<file path="src/rtl/axi_riscv_lrsc_table.sv">
// LR/SC reservation table: tracks up to N_SLOTS reservations (one per owner ID)
// at granule resolution, invalidated by snooped writes, SC outcomes and an
// optional age timeout. SC requests get a registered pass/fail response.
module axi_riscv_lrsc_table #(
    parameter int unsigned ADDR_WIDTH     = 64,
    parameter int unsigned ID_WIDTH       = 4,
    parameter int unsigned N_SLOTS        = 4,
    parameter int unsigned ADDR_LSB       = 3,
    parameter int unsigned TIMEOUT_CYCLES = 0
) (
    input  logic                           clk_i,
    input  logic                           rst_i,
    input  logic                           lr_valid_i,
    output logic                           lr_ready_o,
    input  logic [ADDR_WIDTH-1:0]          lr_addr_i,
    input  logic [ID_WIDTH-1:0]            lr_id_i,
    input  logic                           sc_valid_i,
    output logic                           sc_ready_o,
    input  logic [ADDR_WIDTH-1:0]          sc_addr_i,
    input  logic [ID_WIDTH-1:0]            sc_id_i,
    output logic                           sc_resp_valid_o,
    input  logic                           sc_resp_ready_i,
    output logic                           sc_resp_ok_o,
    output logic [ID_WIDTH-1:0]            sc_resp_id_o,
    input  logic                           wr_valid_i,
    input  logic [ADDR_WIDTH-1:0]          wr_addr_i,
    output logic [$clog2(N_SLOTS+1)-1:0]   occupancy_o
);

    localparam int unsigned GRAN_W    = ADDR_WIDTH - ADDR_LSB;
    localparam int unsigned PTR_W     = (N_SLOTS > 1) ? $clog2(N_SLOTS) : 1;
    localparam int unsigned AGE_W     = (TIMEOUT_CYCLES > 1) ? $clog2(TIMEOUT_CYCLES) : 1;
    localparam int unsigned OCC_W     = $clog2(N_SLOTS + 1);
    localparam bit          EXPIRE_EN = (TIMEOUT_CYCLES > 0);
    localparam int unsigned AGE_MAX   = (TIMEOUT_CYCLES > 0) ? TIMEOUT_CYCLES - 1 : 0;
    localparam logic [AGE_W-1:0] AGE_LAST = AGE_W'(AGE_MAX);
    localparam logic [PTR_W-1:0] PTR_LAST = PTR_W'(N_SLOTS - 1);

    logic [N_SLOTS-1:0] valid_q, valid_d;
    logic [ID_WIDTH-1:0] id_q [N_SLOTS];
    logic [ID_WIDTH-1:0] id_d [N_SLOTS];
    logic [GRAN_W-1:0]   gran_q [N_SLOTS];
    logic [GRAN_W-1:0]   gran_d [N_SLOTS];
    logic [AGE_W-1:0]    age_q [N_SLOTS];
    logic [AGE_W-1:0]    age_d [N_SLOTS];
    logic [PTR_W-1:0]    ptr_q, ptr_d;

    logic                resp_valid_q, resp_valid_d;
    logic                resp_ok_q, resp_ok_d;
    logic [ID_WIDTH-1:0] resp_id_q, resp_id_d;
    logic [OCC_W-1:0]    occ_q, occ_d;

    logic [GRAN_W-1:0] lr_gran, sc_gran, wr_gran;
    logic              sc_fire, sc_hit, lr_hit, lr_free;
    logic [PTR_W-1:0]  lr_slot, free_slot;

    // Granule offset bits never participate in matching.
    logic unused_low_bits;
    assign unused_low_bits = ^{lr_addr_i[ADDR_LSB-1:0], sc_addr_i[ADDR_LSB-1:0],
                               wr_addr_i[ADDR_LSB-1:0]};

    assign lr_gran = lr_addr_i[ADDR_WIDTH-1:ADDR_LSB];
    assign sc_gran = sc_addr_i[ADDR_WIDTH-1:ADDR_LSB];
    assign wr_gran = wr_addr_i[ADDR_WIDTH-1:ADDR_LSB];

    assign lr_ready_o      = !rst_i;
    assign sc_ready_o      = !resp_valid_q | sc_resp_ready_i;
    assign sc_fire         = sc_valid_i & sc_ready_o;
    assign sc_resp_valid_o = resp_valid_q;
    assign sc_resp_ok_o    = resp_ok_q;
    assign sc_resp_id_o    = resp_id_q;
    assign occupancy_o     = occ_q;

    // Next table state: expiry, then write snoop, then SC, then LR, in that order.
    always_comb begin
        valid_d      = valid_q;
        id_d         = id_q;
        gran_d       = gran_q;
        age_d        = age_q;
        ptr_d        = ptr_q;
        resp_valid_d = resp_valid_q;
        resp_ok_d    = resp_ok_q;
        resp_id_d    = resp_id_q;
        sc_hit       = 1'b0;
        lr_hit       = 1'b0;
        lr_free      = 1'b0;
        lr_slot      = '0;
        free_slot    = '0;
        occ_d        = '0;

        // Ageing and expiry of start-of-cycle entries.
        for (int i = 0; i < N_SLOTS; i++) begin
            if (EXPIRE_EN && valid_q[i]) begin
                if (age_q[i] == AGE_LAST) begin
                    valid_d[i] = 1'b0;
                end else begin
                    age_d[i] = age_q[i] + AGE_W'(1);
                end
            end
        end

        // Committed writes kill every reservation on their granule.
        for (int i = 0; i < N_SLOTS; i++) begin
            if (wr_valid_i && gran_q[i] == wr_gran) begin
                valid_d[i] = 1'b0;
            end
        end

        for (int i = 0; i < N_SLOTS; i++) begin
            if (valid_d[i] && id_q[i] == sc_id_i && gran_q[i] == sc_gran) begin
                sc_hit = 1'b1;
            end
        end

        // A successful SC consumes the granule for everyone; a failed one drops
        // only the requester's own reservation.
        if (sc_fire) begin
            for (int i = 0; i < N_SLOTS; i++) begin
                if (sc_hit ? (gran_q[i] == sc_gran) : (id_q[i] == sc_id_i)) begin
                    valid_d[i] = 1'b0;
                end
            end
            resp_valid_d = 1'b1;
            resp_ok_d    = sc_hit;
            resp_id_d    = sc_id_i;
        end else if (sc_resp_ready_i) begin
            resp_valid_d = 1'b0;
        end

        // LR slot choice: same ID in place, else lowest free, else round-robin victim.
        for (int i = 0; i < N_SLOTS; i++) begin
            if (!lr_hit && valid_d[i] && id_q[i] == lr_id_i) begin
                lr_hit  = 1'b1;
                lr_slot = PTR_W'(i);
            end
            if (!lr_free && !valid_d[i]) begin
                lr_free   = 1'b1;
                free_slot = PTR_W'(i);
            end
        end

        if (lr_valid_i) begin
            if (!lr_hit) begin
                if (lr_free) begin
                    lr_slot = free_slot;
                end else begin
                    lr_slot = ptr_q;
                    ptr_d   = (ptr_q == PTR_LAST) ? '0 : ptr_q + PTR_W'(1);
                end
            end
            valid_d[lr_slot] = 1'b1;
            id_d[lr_slot]    = lr_id_i;
            gran_d[lr_slot]  = lr_gran;
            age_d[lr_slot]   = '0;
        end

        for (int i = 0; i < N_SLOTS; i++) begin
            occ_d = occ_d + OCC_W'(valid_d[i]);
        end
    end

    // Table, victim pointer, SC response and occupancy registers.
    always_ff @(posedge clk_i) begin
        if (rst_i) begin
            valid_q      <= '0;
            ptr_q        <= '0;
            resp_valid_q <= 1'b0;
            resp_ok_q    <= 1'b0;
            resp_id_q    <= '0;
            occ_q        <= '0;
            for (int i = 0; i < N_SLOTS; i++) begin
                id_q[i]   <= '0;
                gran_q[i] <= '0;
                age_q[i]  <= '0;
            end
        end else begin
            valid_q      <= valid_d;
            ptr_q        <= ptr_d;
            resp_valid_q <= resp_valid_d;
            resp_ok_q    <= resp_ok_d;
            resp_id_q    <= resp_id_d;
            occ_q        <= occ_d;
            for (int i = 0; i < N_SLOTS; i++) begin
                id_q[i]   <= id_d[i];
                gran_q[i] <= gran_d[i];
                age_q[i]  <= age_d[i];
            end
        end
    end

endmodule
</file>
<file path="config.mk">
export PLATFORM = sky130hd
export DESIGN_NAME = axi_riscv_lrsc_table
export DESIGN_NICKNAME = d
export VERILOG_FILES = /design/src/rtl/axi_riscv_lrsc_table.sv
export SDC_FILE = /design/constraint.sdc
export NUM_CORES = 1
export LEC_CHECK = 0
export CAP_MARGIN = 20
export CORE_MARGIN = 1
export CORE_UTILIZATION = 55
export DETAILED_ROUTE_END_ITERATION = 6
export HOLD_SLACK_MARGIN = 0.1
export PLACE_DENSITY = 0.82
export SLEW_MARGIN = 40
export SYNTH_ARGS = -nofsm -noshare
export SYNTH_HDL_FRONTEND = slang
export SYNTH_SLANG_ARGS = --single-unit
</file>
<file path="constraint.sdc">
create_clock -name clk_i -period 6.8 [get_ports clk_i]
set_input_delay 1.36 -clock clk_i [delete_from_list [all_inputs] [get_ports clk_i]]
set_output_delay 1.36 -clock clk_i [all_outputs]
set_load 0.05 [all_outputs]
</file>
Word level (Yosys, flattened, before mapping)
Cells that the tools add are included.
- bits in registers: 275
- input bits: 206
- output and inout port bits: 11
- word-level logic and storage cells: 127
- add/subtract/negate cells: 4
- order comparisons: 4
- equal/unequal tests: 17
- mux-type cells: 46
- bitwise operators: 6
- reductions and logical operators: 36
- operators by type and width (kind ; count):
    $eq 61x61->1 ; 8
    $bwmux 244 ; 1
    $demux 61 s2 ; 1
    $mux 61 ; 1
    $eq 4x4->1 ; 8
    $mux 1 ; 29
    $logic_and 1x1->1 ; 24
    $bwmux 16 ; 1
    $mux 2 ; 8
    $mux 4 ; 3
    $logic_not 1->1 ; 10
    $demux 4 s2 ; 1
    $or 4x4->4 ; 1
    $add 2x1->3 ; 1
    $add 3x1->3 ; 1
    $ge 3x3->1 const B ; 1
    $lt 2x3->1 const B ; 1
    $lt 3x1->1 const B ; 1
    $not 2->3 ; 1
    $reduce_and 3->1 ; 1
    $add 1x1->2 ; 1
    $add 2x1->2 const B ; 1
    $demux 1 s2 ; 1
    $eq 2x2->1 const B ; 1
    5 further kinds ; 6

Logic depth before layout (Yosys ltp)
Gate-level depths: netlist of run 1.
- word-level depth: 37
- depth in mapped cells: 19
- depth with buffers taken out: 15

Worst setup path before layout of run 1
No wires, ideal clock.
- path kind: input -> register
- from: input port wr_addr_i[46]
- to: register occ_q[1], in the netlist occupancy_o[1]
- setup time: 0.114 ns
- arrival time: 5.609 ns
- data required time: 6.686 ns
- setup slack: 1.077 ns
- stages on the path: 17
- buffers on the path: 3
- cell sequence: clkbuf_1 > a2111o_1 > nor4_1 > nand4_1 > o2111ai_1 > nand4_2 > mux2_2 > or4b_4 > o2111a_1 > nand3_1 > buf_2 > buf_2 > nand2_1 > fa_1 > ha_1 > ha_1 > nor2b_1
- elaborated cells on any way between the ends: 78
- classes of those cells: add/sub: 3; order compare: 2; eq/ne: 4; mux: 37; bitwise: 1; reduce/logical: 31
- RTL lines (what ; RTL line ; RTL):
    start: declaration ; 26 ; input logic [ADDR_WIDTH-1:0] wr_addr_i,
    $eq 61x61->1 ; 104 ; if (wr_valid_i && gran_q[i] == wr_gran) begin
    $logic_and 1x1->1 ; 104 ;
    $mux 1 ; 104 ;
    $logic_and 1x1->1 (2 in series) ; 110 ; if (valid_d[i] && id_q[i] == sc_id_i && gran_q[i] == sc_gran) begin
    $mux 1 (4 in series) ; 110 ;
    $mux 1 (2 in series) ; 119 ; if (sc_hit ? (gran_q[i] == sc_gran) : (id_q[i] == sc_id_i)) begin
    $mux 4 * ; 117 ; if (sc_fire) begin
    $logic_and 1x1->1 ; 132 ; if (!lr_hit && valid_d[i] && id_q[i] == lr_id_i) begin
    [... 16 more ...] ; - ;
    $logic_and 1x1->1 (not written as such) ; 151 ; valid_d[lr_slot] = 1'b1;
    $mux 1 (not written as such) ; 151 ;
    $demux 1 s2 ; 151 ;
    $or 4x4->4 (no source line) ; - ;
    $mux 4 * ; 142 ; if (lr_valid_i) begin
    via valid_d[3] ; 39 ; logic [N_SLOTS-1:0] valid_q, valid_d;
    $add 3x1->3 * ; 158 ; occ_d = occ_d + OCC_W'(valid_d[i]);
    via occ_d[1] ; 51 ; logic [OCC_W-1:0] occ_q, occ_d;
    end signal: assignment ; 170 ; occ_q <= '0;
    end signal: assignment ; 182 ; occ_q <= occ_d;
    end: declaration ; 51 ;
Mark *: on every way through the listed nets, which the timed path passes. The rest lies on a longest branch. The select of a mux whose other input is x is not followed.
A chain may end at the register's enable or synchronous reset.

Final worst setup path of run 1
- from: input port sc_addr_i[36]
- to: register occ_q[1], in the netlist occupancy_o[1]
- cells in the longest elaborated chain, start to end: 34
- elaborated cells on any way between the ends: 66
- classes of those cells: add/sub: 3; order compare: 2; eq/ne: 4; mux: 33; bitwise: 1; reduce/logical: 23
- ends and longest elaborated chain (what ; RTL line ; RTL):
    start: declaration ; 19 ; input logic [ADDR_WIDTH-1:0] sc_addr_i,
    $eq 61x61->1 ; 110, 119 ;
    $logic_and 1x1->1 ; 110 ;
    $mux 1 (4 in series) ; 110 ;
    $mux 1 (2 in series) ; 119 ;
    $mux 4 * ; 117 ;
    $logic_and 1x1->1 ; 132 ;
    $mux 1 ; 132 ;
    $logic_not 1->1 ; 132 ;
    [... 16 more ...] ; - ;
    $demux 1 s2 ; 151 ;
    $or 4x4->4 (no source line) ; - ;
    $mux 4 * ; 142 ;
    via valid_d[0] ; 39 ;
    $add 1x1->2 * ; 158 ;
    $add 2x1->3 * ; 158 ;
    $add 3x1->3 * ; 158 ;
    via occ_d[1] ; 51 ;
Marks and branches as above.

==> results of run 1 <==
==> state kept, by name, indices dropped and copies added, names as in the netlist <==
name,flops
sc_resp_id_o,4
sc_resp_ok_o,1
gran_q,244
occupancy_o,3
sc_resp_valid_o,1
ptr_q,2
valid_q,4
id_q,16
==> per-stage QoR <==
| step | worst slack (ns) | std cells | setup TNS, ns | total power, W | instance area, µm² |
|---|---|---|---|---|---|
| final | 0.3713 | 2471 | 0 | 0.004312 | 20390 |
| after global routing | 0.4238 | 2468 | 0 | 0.004371 | 20390 |
| after detailed placement | -0.004325 | 2414 | -0.004325 | 0.002691 | 19450 |
| after CTS | 0.5302 | 2468 | 0 | 0.004247 | 20380 |
| after global placement | 0.1919 | 2414 | 0 | 0.002678 | 19440 |
| after floorplan | 1.077 | 1843 | 0 | 0.002211 | 16510 |
==> logic make-up after synthesis <==
group           count (synthesis)  synth area share
compound gates                217            0.1102
xor+xnor                      448            0.2377
fa+ha+maj                       4          0.003487
buf+inv                       180           0.04457
flops                         275            0.3335
mux                           138           0.08383
simple gates                  581            0.1868
==> worst max-delay path by stage <==
stage / slack [ns] / startpoint / to
after floorplan: 1.08 / wr_addr_i[46] / occupancy_o[1]
after global placement: 0.19 / sc_addr_i[11] / occupancy_o[1]
after detailed placement: -0.004 / sc_addr_i[55] / occupancy_o[1]
after CTS: 0.53 / sc_addr_i[55] / occupancy_o[1]
after global routing: 0.42 / sc_addr_i[11] / occupancy_o[1]
final: 0.37 / sc_addr_i[36] / occupancy_o[1]
==> routing by layer <==
metal / vias up / wire length, µm
li1: 7040 / -
met1: 8103 / 29110
met2: 1487 / 33120
met3: 339 / 10630
met4: 2 / 7384
met5: - / 10
==> cell type report <==
cell class,count,area share
timing repair buffer,318,0.1455
multi-input combinational,1388,0.5062
tap,390,0.02393
antenna,3,0.0003681
clock inverter,13,0.003804
inverter,43,0.008405
sequential,275,0.2700
clock buffer,41,0.04184
==> power groups by stage <==
stage	registers, W	clock network [W]	logic (W)
detailed placement	0.00179	0	0.000901
CTS	0.00176	0.00158	0.000908
finish	0.00176	0.00160	0.000956
global route	0.00176	0.00165	0.000961
floorplan	0.00177	0	0.000438
global placement	0.00179	0	0.000891
==> worst max-delay path: cells and delay by family <==
family	cells	cell delay (ns)
AO/OA/AOI/OAI	2	0.41
XOR/XNOR	1	0.16
adder cells (fa/ha/maj)	3	0.93
buffers and inverters	2	0.87
multiplexers	1	0.38
AND/OR/NAND/NOR	8	2.74
==> synthesized netlist by cell type, types with 8 or more instances <==
master / count / share of area
dfxtp_1: 275 / 0.33
xor2_1: 227 / 0.12
xnor2_1: 221 / 0.12
nand2_1: 214 / 0.049
nor4_1: 210 / 0.080
mux2i_1: 136 / 0.082
clkbuf_1: 108 / 0.025
a31o_2: 102 / 0.054
nand4_1: 70 / 0.027
inv_1: 42 / 0.0095
nand2b_1: 36 / 0.014
a31o_1: 28 / 0.015
buf_2: 24 / 0.0073
a21oi_1: 18 / 0.0055
nor2b_1: 17 / 0.0064
o2111ai_1: 15 / 0.0080
o2bb2ai_1: 12 / 0.0064
nor2_1: 11 / 0.0025
a22o_1: 9 / 0.0048
o22ai_1: 9 / 0.0034
o221ai_1: 8 / 0.0042
==> results.yml, run 1 <==
min_path:
  hold_class: "reg -> reg"
  min_from: "sc_resp_id_o[0]"
  hold_depth: 2
  hold_path_end: "sc_resp_id_o[0]"
sta:
  tightest_slew_ns: 1.055
  relSlewSlack: 0.2966
  rsz0062_at_grt: "false"
  period_minus_slack_ns: 6.429
  fin_skew_ns: 0.01802
  hold_violations: 0
  drv_slew: 0
  finalSetupViolCount: 0
  hold_slack_ns: 0.4573
  clock.fmax_mhz: 155.6
  period_share: 0.9454
clock_tree:
  cts_max_level: 1
  hold_buffers: 0
  clock_latency_ns: 0.58
  cts_root_buffer: "clkbuf_16"
  cts_tree: "yes"
  clock_path_buffers: 3
  cts.sinks: 275
  cts_resized: 0
  postCtsSetupBuffers: 0
  numCtsBuffers: 30
  clkTransAtPathRegs_ns: 0.06
finish:
  syn2layout_area_growth_pct: 23.53
  fill_cells: 2282
  drive_gt1_frac: 0.1333
  final_common_cell: "dfxtp_1"
  most-common-layout-cells: "dfxtp_1 (275), xor2_1 (227), xnor2_1 (221)"
  register_area_um2: 5505
  fin_nets: 2266
  postLayoutCoreUtil: 0.6899
  multi_input_area_um2: 10320
global_routing:
  grt_max_degree: 165
  grt_usage: 0.5103
  grt_use_met1: 0.6519
  grtUsageMet2: 0.7502
  grt_pass1_wl_mm: 111.9
  grt_overflow: 0
  met3_usage: 0.1206
  antenna_found_initial: 4
  grt_pass1_vias: 15760
  busiest_layer: "met2"
logic_synthesis:
  syn_avg_cell_area_um2: 8.957
  ys_ff_latch: 275
  synth_edf_count: 0
  synth_seq_area_share: 0.3335
  async_reset_ff_frac: 0
  synth_nets: 2053
  ys.flop_type: "dfxtp_1"
  yosysWarningCount: 0
  synth_cell_types: 48
  syn_inst: 1843
  syn_area_um2: 16510
worst_setup_path:
  crit_path_end_kind: "flop"
  r2r_cells: 16
  r2r_start: "gran_q[47]"
  cpMaxStageDelayCell: "clkdlybuf4s50_1"
  cpPeakStageDelay_ns: 0.67
  rr_endpoint: "occupancy_o[1]"
  worstSetupStartpointType: "primary input"
  worst-endpoint-required_ns: 7.23
  path_cells: "clkdlybuf4s50_1, xor2_1, nor4_1, nand4_1, nor4_1, buf_4, o2111ai_1, nand4_2, mux2_2, or4b_4, o2111a_2, or3_2, nand2_1, fa_1, ha_1, ha_1, nor2b_1"
  path_class: "in -> reg"
  r2r_slack_ns: 1.36
  crit_arrival_ns: 6.86
  cp_max_fo: 4
power_and_ir_drop:
  cellInternalPower_w: 0.002911
  combinationalPowerShare: 0.222
  ir_worst_vdd_mv: 0.2129
  leakage_nw: 8.341
  switching_share: 0.3250
  p_switching_w: 0.001402
  p_clk_frac: 0.370
  p_seq_frac: 0.408
  power.density_nw_per_um2: 211.5
die:
  initial_utilization: 0.5585
  die_w_um: 175.3
  dieArea_um2: 30710
  core_area_um2: 29560
  die_height_um: 175.3
  pin_count: 217
  num_rows: 63
route:
  wl_per_cell_um: 32.48
  dr.pass1.iters: 6
  antenna_left: 0
  vias: 16970
  wl_mm: 80.25
  drt_iter0_markers: 2671
  drc: 0
  vias_per_cell: 6.868
placement:
  gp_congestion: 1.134
  dp_hpwl_mm: 61.45
  portBuffers: 207
run:
  drv_cap: 0
outcome:
  status: "finished, final reports clean"
(Power assumes the default switching activity.)
==> inputs of run 2 (changes only) <==
- ABC_AREA: default -> 1
- PLACE_DENSITY: 0.82 -> 0.8
==> results.yml, run 2 <==
logic_synthesis:
  synth_edf_count: 0
  yosysWarningCount: 0
  synth_top_family_by_area: "simple AND/OR/NAND/NOR gates"
  syn_inst: 3503
  synthTopCellsByCount: "nand2_1 (1326), nor2_1 (792), dfxtp_1 (275)"
  synth-adder-area-share: 0.002965
  syn_avg_cell_area_um2: 5.542
  synth_nets: 3713
  synth_most_common_cell: "nand2_1"
  ys.flop_type: "dfxtp_1"
  synth.area.top_cells: "dfxtp_1 (28%), nand2_1 (26%), nor2_1 (15%)"
  synth_seq_area_share: 0.2836
  async_reset_ff_frac: 0
  synth_top_cell_area_share: 0.2836
  synthMuxAreaShare: 0
  syn_area_um2: 19410
  synth-xor-area-share: 0.08527
  synth-simple-area-share: 0.4764
  synth_compound_area_frac: 0.04409
  synth_top_area_cell: "dfxtp_1"
  synth_cell_types: 31
  ys_ff_latch: 275
clock_tree:
  clock_latency_ns: 0.52
  cts_tree: "yes"
  cts_root_buffer: "clkbuf_16"
  cts_max_level: 2
  cts.sinks: 275
  clkTransAtPathRegs_ns: 0.06
  numCtsBuffers: 34
  cts_resized: 0
  postCtsSetupBuffers: 0
  hold_buffers: 0
  clock_path_buffers: 3
die:
  die_w_um: 189.9
  die_height_um: 189.9
  pin_count: 217
  dieArea_um2: 36050
  initial_utilization: 0.5606
  core_area_um2: 34630
  num_rows: 68
sta:
  setup_slack_ns: 1.397
  finalSetupViolCount: 0
  hold_violations: 0
  clock.fmax_mhz: 185.1
  tightest_slew_ns: 0.8232
  period_minus_slack_ns: 5.403
  fin_setup_tns_ns: 0
  fin_skew_ns: 0.01146
  period_share: 0.7945
  rsz0062_at_grt: "false"
  drv_slew: 0
  relSlewSlack: 0.4512
worst_setup_path:
  crit_path_end_kind: "flop"
  cp_max_fo: 35
  crit_arrival_ns: 5.77
  cpMaxStageDelayCell: "clkdlybuf4s50_1"
  cpPeakStageDelay_ns: 0.64
  worstSetupStartpointType: "primary input"
  path_class: "in -> reg"
  worst-endpoint-required_ns: 7.17
placement:
  dp_hpwl_mm: 43.31
  pre_cts_ws_ns: 0.9170
  portBuffers: 207
  gp_congestion: 0.9438
min_path:
  hold_class: "reg -> reg"
route:
  wl_mm: 61.77
  drc: 0
  dr.pass1.iters: 7
  drt_iter0_markers: 1841
  wl_per_cell_um: 15.03
  vias_per_cell: 5.178
  antenna_left: 0
  vias: 21280
finish:
  register_area_um2: 5505
  drive_gt1_frac: 0.05445
  final_common_cell: "nand2_1"
  max_flop_register: "gran_q"
  multi_input_area_um2: 11860
  fin_nets: 3841
  fill_cells: 3334
  syn2layout_area_growth_pct: 17.25
  most-common-layout-cells: "nand2_1 (1325), nor2_1 (790), dfxtp_1 (275)"
  diodes: 0
  top_regs: "gran_q: 244 flops, id_q: 16 flops"
  largest_reg_flops: 244
global_routing:
  grt_pass1_wl_mm: 97.43
  grt_max_degree: 196
  grt_overflow: 0
  grt_usage: 0.3367
  grt_pass1_vias: 19740
  antenna_found_initial: 0
power_and_ir_drop:
  ir_worst_vdd_mv: 0.1667
  power.density_nw_per_um2: 213.4
  leakage_nw: 10.84
run:
  drv_cap: 0
outcome:
  status: "finished, final reports clean"
## run 2: cell count changes in the layout (fill, tap and decap cells not counted), moves of 69 or more
cell / previous run / this run
nand2_1: 214 / 1325
xor2_1: 227 / 146
inv_1: 40 / 263
inv_2: 1 / 108
xnor2_1: 221 / 43
mux2i_1: 136 / 0
nor2_1: 11 / 790
buf_4: 104 / 4
nand3_1: 5 / 221
nor4_1: 210 / 4
nand4_1: 70 / 1
a31o_2: 102 / 0
## run 2: report_power, final
group	internal [W]	total, W	leakage, nW	switching, W
Sequential	0.00172	0.00184	2.24	0.000120
Clock	0.00118	0.00190	0.585	0.000726
Combinational	0.000423	0.00112	8.01	0.000698
## run 2: per-stage QoR
step                utilization  cell area (µm²)  total power (W)  hold slack (ns)  std cells
floorplan                     -            19410         0.002578           0.4479       3503
global placement         0.6221            21540         0.002928           0.4650       4049
detailed placement       0.6226            21560         0.002963           0.4745       4049
CTS                      0.6565            22730         0.004851           0.4874       4109
global route             0.6573            22760         0.005081           0.5043       4110
finish                   0.6573            22760         0.004858           0.4816       4110
## run 2: final timing paths
kind | from | to | slack (ns) | cells past startpoint
max | sc_addr_i[48] | occupancy_o[1] | 1.40 | 27
min reg2reg | sc_resp_id_o[0] | sc_resp_id_o[0] | 0.48 | 2
min | sc_resp_id_o[0] | sc_resp_id_o[0] | 0.48 | 2
max reg2reg | gran_q[73] | occupancy_o[1] | 2.45 | 28
## run 2: layout make-up
| type | instances | share of cell area |
|---|---|---|
| Multi-Input combinational cell | 2727 | 0.5211 |
| Sequential cell | 275 | 0.2419 |
| Timing Repair Buffer | 220 | 0.09867 |
| Inverter | 373 | 0.06173 |
| Clock buffer | 48 | 0.04557 |
| Tap cell | 455 | 0.02501 |
| Clock inverter | 12 | 0.006047 |
## run 2: cell families after synthesis
family | after synthesis
compound gates | 169
xor+xnor | 189
fa+ha+maj | 4
buf+inv | 501
flops | 275
simple gates | 2365
## run 2: critical path: cells and delay by family
kind | cells | cell delay, ns
fa+ha+maj | 3 | 0.93
simple gates | 21 | 2.73
buf+inv | 3 | 0.73
## run 2: routing by layer
| metal | up-vias | wire (µm) | share of wire | GRT usage |
|---|---|---|---|---|
| met5 | - | 0 | 0 | 0 |
| met4 | 0 | 2558 | 0.041 | 0.1535 |
| met3 | 160 | 4532 | 0.073 | 0.03800 |
| met2 | 867 | 28700 | 0.46 | 0.5790 |
| met1 | 9492 | 25980 | 0.42 | 0.4204 |
| li1 | 10760 | - | - | - |
